**src/rtl/multicycle_control_unit_if.sv**
```systemverilog
// Bundle between the instruction register / memory and the multicycle control FSM.
// The master side is the control unit, the slave side is the datapath.
interface multicycle_control_unit_if #(
  parameter int OP_W    = 6,
  parameter int FUNCT_W = 6
);
  logic [OP_W-1:0]    opcode;
  logic [FUNCT_W-1:0] funct;
  logic               mem_ready;
  logic               mem_req;
  logic               iord;
  logic               memwrite;
  logic               irwrite;
  logic               pcwrite;
  logic               branch;
  logic               branch_ne;
  logic [1:0]         pcsrc;
  logic               alusrca;
  logic [1:0]         alusrcb;
  logic [2:0]         alucontrol;
  logic               regdst;
  logic               memtoreg;
  logic               regwrite;
  logic               illegal;
  logic               instr_done;
  logic [3:0]         state;

  modport master (
    input  opcode, funct, mem_ready,
    output mem_req, iord, memwrite, irwrite, pcwrite, branch, branch_ne, pcsrc,
           alusrca, alusrcb, alucontrol, regdst, memtoreg, regwrite, illegal,
           instr_done, state
  );

  modport slave (
    output opcode, funct, mem_ready,
    input  mem_req, iord, memwrite, irwrite, pcwrite, branch, branch_ne, pcsrc,
           alusrca, alusrcb, alucontrol, regdst, memtoreg, regwrite, illegal,
           instr_done, state
  );
endinterface

```
**src/rtl/multicycle_control_unit.sv**
```systemverilog
// Multicycle MIPS control FSM: sequences fetch/decode/execute over a shared memory
// with a ready handshake, optional bne/j support and illegal-instruction trapping.
module multicycle_control_unit #(
  parameter int OP_W        = 6,
  parameter int FUNCT_W     = 6,
  parameter int ENABLE_JUMP = 1,
  parameter int ENABLE_BNE  = 1
) (
  input logic                       clk,
  input logic                       rst_n,
  multicycle_control_unit_if.master bus
);

  typedef enum logic [3:0] {
    S_FETCH  = 4'd0,  S_DECODE = 4'd1,  S_MEMADR = 4'd2,  S_MEMRD  = 4'd3,
    S_MEMWB  = 4'd4,  S_MEMWR  = 4'd5,  S_EXEC   = 4'd6,  S_ALUWB  = 4'd7,
    S_BRANCH = 4'd8,  S_ADDIEX = 4'd9,  S_ADDIWB = 4'd10, S_JUMP   = 4'd11,
    S_TRAP   = 4'd12
  } state_t;

  localparam logic [OP_W-1:0] OP_RTYPE = OP_W'(6'b000000);
  localparam logic [OP_W-1:0] OP_J     = OP_W'(6'b000010);
  localparam logic [OP_W-1:0] OP_BEQ   = OP_W'(6'b000100);
  localparam logic [OP_W-1:0] OP_BNE   = OP_W'(6'b000101);
  localparam logic [OP_W-1:0] OP_ADDI  = OP_W'(6'b001000);
  localparam logic [OP_W-1:0] OP_LW    = OP_W'(6'b100011);
  localparam logic [OP_W-1:0] OP_SW    = OP_W'(6'b101011);

  localparam logic [FUNCT_W-1:0] F_ADD = FUNCT_W'(6'b100000);
  localparam logic [FUNCT_W-1:0] F_SUB = FUNCT_W'(6'b100010);
  localparam logic [FUNCT_W-1:0] F_AND = FUNCT_W'(6'b100100);
  localparam logic [FUNCT_W-1:0] F_OR  = FUNCT_W'(6'b100101);
  localparam logic [FUNCT_W-1:0] F_SLT = FUNCT_W'(6'b101010);

  // Returns {legal, alucontrol}; unknown funct codes map to AND and are flagged illegal.
  function automatic logic [3:0] funct_dec(input logic [FUNCT_W-1:0] f);
    case (f)
      F_ADD:   return 4'b1_010;
      F_SUB:   return 4'b1_110;
      F_AND:   return 4'b1_000;
      F_OR:    return 4'b1_001;
      F_SLT:   return 4'b1_111;
      default: return 4'b0_000;
    endcase
  endfunction

  state_t     state_q, state_d;
  logic       is_sw_q, is_bne_q;
  logic       funct_ok;
  logic [2:0] alu_fn;

  assign {funct_ok, alu_fn} = funct_dec(bus.funct);
  assign bus.state = state_q;

  // Opcode is only trusted in DECODE, so the facts later states need are captured there.
  always_ff @(posedge clk or negedge rst_n) begin
    if (!rst_n) begin
      state_q  <= S_FETCH;
      is_sw_q  <= 1'b0;
      is_bne_q <= 1'b0;
    end else begin
      state_q <= state_d;
      if (state_q == S_DECODE) begin
        is_sw_q  <= (bus.opcode == OP_SW);
        is_bne_q <= (bus.opcode == OP_BNE);
      end
    end
  end

  always_comb begin
    state_d        = state_q;
    bus.mem_req    = 1'b0;
    bus.iord       = 1'b0;
    bus.memwrite   = 1'b0;
    bus.irwrite    = 1'b0;
    bus.pcwrite    = 1'b0;
    bus.branch     = 1'b0;
    bus.branch_ne  = 1'b0;
    bus.pcsrc      = 2'b00;
    bus.alusrca    = 1'b0;
    bus.alusrcb    = 2'b00;
    bus.alucontrol = 3'b000;
    bus.regdst     = 1'b0;
    bus.memtoreg   = 1'b0;
    bus.regwrite   = 1'b0;
    bus.illegal    = 1'b0;
    bus.instr_done = 1'b0;
    case (state_q)
      S_FETCH: begin
        bus.mem_req    = 1'b1;
        bus.alusrcb    = 2'b01;
        bus.alucontrol = 3'b010;
        bus.irwrite    = bus.mem_ready;
        bus.pcwrite    = bus.mem_ready;
        if (bus.mem_ready) state_d = S_DECODE;
      end
      S_DECODE: begin
        bus.alusrcb    = 2'b11;
        bus.alucontrol = 3'b010;
        if (bus.opcode == OP_LW || bus.opcode == OP_SW)                      state_d = S_MEMADR;
        else if (bus.opcode == OP_RTYPE)                                     state_d = S_EXEC;
        else if (bus.opcode == OP_BEQ || (bus.opcode == OP_BNE && ENABLE_BNE != 0)) state_d = S_BRANCH;
        else if (bus.opcode == OP_ADDI)                                      state_d = S_ADDIEX;
        else if (bus.opcode == OP_J && ENABLE_JUMP != 0)                     state_d = S_JUMP;
        else                                                                 state_d = S_TRAP;
      end
      S_MEMADR, S_ADDIEX: begin
        bus.alusrca    = 1'b1;
        bus.alusrcb    = 2'b10;
        bus.alucontrol = 3'b010;
        if (state_q == S_ADDIEX) state_d = S_ADDIWB;
        else                     state_d = is_sw_q ? S_MEMWR : S_MEMRD;
      end
      S_MEMRD: begin
        bus.mem_req = 1'b1;
        bus.iord    = 1'b1;
        if (bus.mem_ready) state_d = S_MEMWB;
      end
      S_MEMWR: begin
        bus.mem_req    = 1'b1;
        bus.iord       = 1'b1;
        bus.memwrite   = 1'b1;
        bus.instr_done = bus.mem_ready;
        if (bus.mem_ready) state_d = S_FETCH;
      end
      S_MEMWB: begin
        bus.regwrite   = 1'b1;
        bus.memtoreg   = 1'b1;
        bus.instr_done = 1'b1;
        state_d        = S_FETCH;
      end
      S_EXEC: begin
        bus.alusrca    = 1'b1;
        bus.alucontrol = alu_fn;
        state_d        = funct_ok ? S_ALUWB : S_TRAP;
      end
      S_ALUWB: begin
        bus.regwrite   = 1'b1;
        bus.regdst     = 1'b1;
        bus.instr_done = 1'b1;
        state_d        = S_FETCH;
      end
      S_ADDIWB: begin
        bus.regwrite   = 1'b1;
        bus.instr_done = 1'b1;
        state_d        = S_FETCH;
      end
      S_BRANCH: begin
        bus.alusrca    = 1'b1;
        bus.alucontrol = 3'b110;
        bus.pcsrc      = 2'b01;
        bus.branch     = ~is_bne_q;
        bus.branch_ne  = is_bne_q;
        bus.instr_done = 1'b1;
        state_d        = S_FETCH;
      end
      S_JUMP: begin
        bus.pcwrite    = 1'b1;
        bus.pcsrc      = 2'b10;
        bus.instr_done = 1'b1;
        state_d        = S_FETCH;
      end
      S_TRAP: begin
        bus.illegal    = 1'b1;
        bus.instr_done = 1'b1;
        state_d        = S_FETCH;
      end
      default: state_d = S_FETCH;
    endcase
  end

endmodule
```
**src/flat_wrapper.sv**
```systemverilog
// flat-port wrapper written by rule: the top's interface ports become plain ports
module multicycle_control_unit_flat 
#(
  parameter int OP_W        = 6,
  parameter int FUNCT_W     = 6,
  parameter int ENABLE_JUMP = 1,
  parameter int ENABLE_BNE  = 1
)
  (clk, rst_n, bus_opcode, bus_funct, bus_mem_ready, bus_mem_req, bus_iord, bus_memwrite, bus_irwrite, bus_pcwrite, bus_branch, bus_branch_ne, bus_pcsrc, bus_alusrca, bus_alusrcb, bus_alucontrol, bus_regdst, bus_memtoreg, bus_regwrite, bus_illegal, bus_instr_done, bus_state);
  multicycle_control_unit_if #(.OP_W(OP_W), .FUNCT_W(FUNCT_W)) bus_i ();
  input logic clk;
  input logic rst_n;
  input wire logic [$bits(bus_i.opcode)-1:0] bus_opcode;
  input wire logic [$bits(bus_i.funct)-1:0] bus_funct;
  input wire logic [$bits(bus_i.mem_ready)-1:0] bus_mem_ready;
  output wire logic [$bits(bus_i.mem_req)-1:0] bus_mem_req;
  output wire logic [$bits(bus_i.iord)-1:0] bus_iord;
  output wire logic [$bits(bus_i.memwrite)-1:0] bus_memwrite;
  output wire logic [$bits(bus_i.irwrite)-1:0] bus_irwrite;
  output wire logic [$bits(bus_i.pcwrite)-1:0] bus_pcwrite;
  output wire logic [$bits(bus_i.branch)-1:0] bus_branch;
  output wire logic [$bits(bus_i.branch_ne)-1:0] bus_branch_ne;
  output wire logic [$bits(bus_i.pcsrc)-1:0] bus_pcsrc;
  output wire logic [$bits(bus_i.alusrca)-1:0] bus_alusrca;
  output wire logic [$bits(bus_i.alusrcb)-1:0] bus_alusrcb;
  output wire logic [$bits(bus_i.alucontrol)-1:0] bus_alucontrol;
  output wire logic [$bits(bus_i.regdst)-1:0] bus_regdst;
  output wire logic [$bits(bus_i.memtoreg)-1:0] bus_memtoreg;
  output wire logic [$bits(bus_i.regwrite)-1:0] bus_regwrite;
  output wire logic [$bits(bus_i.illegal)-1:0] bus_illegal;
  output wire logic [$bits(bus_i.instr_done)-1:0] bus_instr_done;
  output wire logic [$bits(bus_i.state)-1:0] bus_state;
  assign bus_i.opcode = bus_opcode;
  assign bus_i.funct = bus_funct;
  assign bus_i.mem_ready = bus_mem_ready;
  assign bus_mem_req = bus_i.mem_req;
  assign bus_iord = bus_i.iord;
  assign bus_memwrite = bus_i.memwrite;
  assign bus_irwrite = bus_i.irwrite;
  assign bus_pcwrite = bus_i.pcwrite;
  assign bus_branch = bus_i.branch;
  assign bus_branch_ne = bus_i.branch_ne;
  assign bus_pcsrc = bus_i.pcsrc;
  assign bus_alusrca = bus_i.alusrca;
  assign bus_alusrcb = bus_i.alusrcb;
  assign bus_alucontrol = bus_i.alucontrol;
  assign bus_regdst = bus_i.regdst;
  assign bus_memtoreg = bus_i.memtoreg;
  assign bus_regwrite = bus_i.regwrite;
  assign bus_illegal = bus_i.illegal;
  assign bus_instr_done = bus_i.instr_done;
  assign bus_state = bus_i.state;
  multicycle_control_unit #(.OP_W(OP_W), .FUNCT_W(FUNCT_W), .ENABLE_JUMP(ENABLE_JUMP), .ENABLE_BNE(ENABLE_BNE)) u_core (.clk(clk), .rst_n(rst_n), .bus(bus_i));
endmodule
```
**config.mk**
```make
export PLATFORM = sky130hd
export DESIGN_NAME = multicycle_control_unit_flat
export DESIGN_NICKNAME = d
export VERILOG_FILES = /design/src/rtl/multicycle_control_unit_if.sv /design/src/rtl/multicycle_control_unit.sv /design/src/flat_wrapper.sv
export SDC_FILE = /design/constraint.sdc
export NUM_CORES = 1
export LEC_CHECK = 0
export CAP_MARGIN = 10
export CORE_MARGIN = 4
export CORE_UTILIZATION = 38
export DETAILED_ROUTE_END_ITERATION = 8
export HOLD_SLACK_MARGIN = 0.03
export PLACE_DENSITY = 0.79
export SYNTH_ARGS = -nofsm -noshare
export SYNTH_HDL_FRONTEND = slang
export SYNTH_SLANG_ARGS = --single-unit
```
**constraint.sdc**
```tcl
create_clock -name clk -period 1.8 [get_ports clk]
set_input_delay 0.36 -clock clk [delete_from_list [all_inputs] [get_ports clk]]
set_output_delay 0.36 -clock clk [all_outputs]
set_load 0.03 [all_outputs]
```
; Yosys cells after proc, flatten, opt, wreduce, memory -nomap -nowiden
; Index checks and enable logic that the tools add are counted.
; Widths: inputs -> output; s select.
[op_classes]
reduce_logical = 12
mux = 29
n_bitwise = 1
eq_ne = 26
[ops]
columns = cell, count
row1 = $eq 6x6->1 const B, 7
row2 = $mux 4, 9
row3 = $pmux 4 s6, 1
row4 = $eq 4x4->1 const B, 5
row5 = $pmux 4 s5, 1
row6 = $eq 4x3->1 const B, 4
row7 = $eq 6x3->1 const B, 2
row8 = $mux 1, 11
row9 = $pmux 3 s3, 1
row10 = $eq 4x2->1 const B, 2
row11 = $reduce_or 4->1, 2
row12 = $eq 6x2->1 const B, 1
row13 = $eq 6x4->1 const B, 1
row14 = $logic_not 6->1, 1
row15 = $mux 3, 2
row16 = $ne 2x2->1 const B, 3
row17 = $pmux 2 s3, 1
row18 = $reduce_or 3->1, 2
row19 = $reduce_or 6->1, 1
row20 = $eq 4x1->1 const B, 1
row21 = $logic_not 4->1, 1
row22 = $pmux 1 s2, 2
row23 = $pmux 2 s2, 1
row24 = $reduce_or 2->1, 2
row25 = 3 further kinds, 4
[totals]
register_bits = 6
inputBits = 15
word_cells = 71
output_inout_bits = 24

; Logic depth before layout (Yosys ltp)
[logic_depth]
word_depth = 7
depth_mapped = 5
ltp_nobuf = 4

; Worst setup path after synthesis
; Ideal clock, no wire load.
[synth_path]
kind = reg-to-output
start = register u_core.state_q[2], in the netlist u_core.bus.state[2]
end = output bus_alucontrol[2]
arrival_ns = 1.855
path_stages_with_launch = 5
setup_slack_ns = -0.415
n_path_buf = 1
cell_sequence = dfrtp_1 buf_2 nor2b_1 nand4b_1 o21ai_0
[synth_via]
elab_chain_len = 3
elab_cells_between_ends = 8
cone_classes = eq/ne (5) / mux (1) / reduce/logical (2)
[synth_lines]
columns = element, line_no
row1 = "start, declared", multicycle_control_unit.sv:47  ; state_t state_q, state_d;
row2 = "start signal, assigned", multicycle_control_unit.sv:62  ; state_q <= state_d;
row3 = $eq 4x2->1 (tied with other cells), multicycle_control_unit.sv:88  ; case (state_q)
row4 = $reduce_or 4->1 (no source line), -
row5 = $pmux 3 s3 (*), multicycle_control_unit.sv:88
row6 = "end, declared", flat_wrapper.sv:26  ; output wire logic [$bits(bus_i.alucontrol)-1:0] bus_alucontrol;
; Every way passes the cells marked *; elsewhere a longest branch is shown, timed or not.

; Worst setup path after layout
[layout_path]
start = input bus_funct[0]
end = output bus_alucontrol[1]
[layout_via]
elab_chain_len = 3
elab_cells_between_ends = 7
cone_classes = eq/ne (5) / mux (2)
[layout_lines]
columns = element, line_no
row1 = "start, declared", flat_wrapper.sv:14  ; input wire logic [$bits(bus_i.funct)-1:0] bus_funct;
row2 = $eq 6x6->1, multicycle_control_unit.sv:37  ; case (f)
row3 = $pmux 4 s5 (*), multicycle_control_unit.sv:37
row4 = $pmux 3 s3 (*), multicycle_control_unit.sv:88
; Marked as above.

==> impl_metrics.ini <==
[placed_design]
postPlaceCellArea_um2 = 1210
dp_hpwl_um = 1840
io_buffers = 38
routabilityCongestion = 0.845
dp_slack_ps = -161

[global_routing]
grt.overflow.total = 0
antenna_found_initial = 0
grt_pass1_wl_um = 4460
grt_max_degree = 16
track_usage_pct = 22.2
grt_pass1_vias = 1054

[clocking]
insertion_delay_ps = 260
cts_tree = done
cts_buffers = 3
cts_hold_buf = 0
clk_pin_slew_ps = 60
cts.sink_count = 6
clockRootBuffer = clkbuf_4
htree_num_levels = 1
clockBufferDepth = 2

[drt]
ant_nets = 0
first_pass_iters = 4
remaining_drc_errors = 0
viasPerCell = 5.79
wire_per_inst_um = 18.1
vias = 1140
drt_iter0_markers = 29
routed_wl_um = 3580

[pwr]
p_clk_share_pct = 5.5
p_sw_w = 0.00135
switching_share_pct = 50.9
vdd_drop_max_v = 0.00105
p_total_w = 0.00265
combPwrFrac_pct = 84.9
p_seq_share_pct = 9.6
intPower_w = 0.00130
power_leakage_nw = 0.726
cellPowerDensity_nw_per_um2 = 1740

[timing]
finClkSkew_ps = 16.5
rsz0062_at_grt = yes
drv_slew = 0
setup-tns-final_ps = -551
slew-limit-headroom_pct = 68.7
post-route-period-util_pct = 105
min_period_ps = 1900
max_freq_ghz = 0.527
worst_pin_slew_ps = 464
finalSetupViolations = 12
hold_viol = 0
layout_setup_ws_ps = -96.9

[setup_path]
endpoint_kind = primary output
critPathLaunchType = input port
worstPathRequired_ps = 1440
cp-startpoint = bus_funct[0]
r2r-start = u_core.bus.state[1]$_DFFE_PN0P_
critPathMaxFanout = 4
critical_path_arrival_ps = 1540
crit_type = in -> out

[synth]
synthCells = 104
avgSynthCellArea_um2 = 6.85
synthesis.nets = 119
ys_warn_count = 0
ys_seq_area_share_pct = 21.1
netlist_area_um2 = 712
synth_cell_type_count = 35
synth_seq_cells = 6

[floorplan]
core_area_um2 = 1750
start_util_pct = 40.8
die_height_um = 51.3
die_x_um = 51.3
die_area_um2 = 2630
num_rows = 15
ios = 39

[final_layout]
syn2layout_area_growth_pct = 114
utilization_pct = 87.2
drive_above_1_share_pct = 50.6
n_fill_cell = 88
design_area_um2 = 1520
n_antenna_cell = 0
num-nets-final = 188

[worst_hold_path]
hold_path.class = in -> async

[outcome]
outcome = finished, violations left
failed_checks = setup timing

[job]
maxCapViolations = 0
[state kept, by name (all words and copies together), names as in the netlist]
signal and count:
u_core.is_bne_q 1, u_core.bus.state 4, u_core.is_sw_q 1
[stage by stage]
step | hold WS, ps | cells
after floorplan | 64.4 | 104
after global placement | 524 | 175
after detailed placement | 525 | 175
after CTS | 336 | 191
after global routing | 345 | 197
final | 331 | 197
[worst max-delay path, stage by stage]
cell             delay [ps]
clkdlybuf4s50_1         450
nor2_2                  240
o21ai_1                 170
o22ai_4                 150
buf_6                   150
[cell type report]
type | instances | area [µm²] | area share [%]
multi-input cells | 87 | 664 | 43.6
well taps | 25 | 31.3 | 2.05
clock buffers | 4 | 26.3 | 1.73
repair buffers | 71 | 632 | 41.5
flip-flops and latches | 6 | 154 | 10.1
inverters | 4 | 15.0 | 0.986
[power groups by stage]
stage	Sequential [W]	Clock (W)	Combinational, W
detailed placement	0.000259	0	0.00162
floorplan	0.000282	0	0.000988
CTS	0.000252	0.000144	0.00189
global placement	0.000255	0	0.00161
finish	0.000255	0.000144	0.00225
global route	0.000258	0.000160	0.00236
[synth_stat cells (all sizes together)]
master	instances	area share (%)
and3	4	3.5
inv	4	2.1
xor2	1	1.2
o41ai	1	1.2
nand2	10	5.3
and2b	2	2.1
a31oi	2	1.8
nor3	8	7.2
a211oi	1	1.1
o22ai	3	2.6
buf	4	2.6
nor4	1	0.88
or2b	2	2.1
clkbuf	3	1.6
nand3b	1	1.1
o21ai	7	4.9
nand4b	1	1.2
a22oi	1	1.1
nand2b	2	1.8
dfrtp	6	21
a21oi	5	3.5
nor4bb	1	1.4
a21o	1	1.1
a32o	1	1.4
nor2b	9	7.9
or2	1	0.88
xnor2	1	1.2
or4b	1	1.9
nand3	4	2.8
a311o	1	1.4
o221ai	3	3.7
nor2	12	6.3
[routing by layer]
layer  GRT usage (%)  share of wire, %
met4            9.61               2.6
met1            22.5                36
met5               0                 0
met3            5.83               6.2
met2            42.3                55
[final timing paths]
check	to	slack [ps]	cells after the start
max	bus_alucontrol[1]	-100	5
min	u_core.bus.state[2]$_DFFE_PN0P_	330	1
max reg2reg	u_core.bus.state[2]$_DFFE_PN0P_	-20	6
min reg2reg	u_core.is_sw_q$_DFFE_PN0P_	550	1
max in group asynchronous	u_core.bus.state[0]$_DFFE_PN0P_	1220	1
min in group clk	u_core.is_sw_q$_DFFE_PN0P_	550	1
[timing repair]
item,in CTS,in global routing
endpoints found under the hold margin,0,0
setup buffers,12,6
resized for setup,27,21
pin swaps,7,10
endpoints found under the setup margin,13,13
[cell usage in the layout (no fill, tap or decap), types with 2 or more instances in the layout]
cell type	n
dlygate4sd2_1	6
nor3_4	2
o21ai_0	2
buf_4	38
nor2_4	2
buf_6	17
nor2_1	5
nand2b_4	2
dfrtp_1	3
dfrtp_2	3
nand2_1	10
a21oi_2	4
o221ai_1	3
and3_1	4
nor3_2	3
o22ai_1	2
clkdlybuf4s50_1	9
or2b_1	2
o21ai_1	3
and2b_1	2
nor2b_1	8
nand3_1	4
nor2_2	5
nor3_1	3
inv_1	4
clkbuf_4	3
[kinds of logic (layout without fill, tap and decap cells)]
| kind of cell | Yosys count | after routing | synth area share [%] |
|---|---|---|---|
| buffers and inverters | 11 | 79 | 6.33 |
| AND/OR/NAND/NOR | 59 | 59 | 46.4 |
| XOR/XNOR | 2 | 2 | 2.46 |
| AO/OA/AOI/OAI | 26 | 26 | 23.7 |
| flip-flops | 6 | 6 | 21.1 |
(Power assumes the default switching activity.)
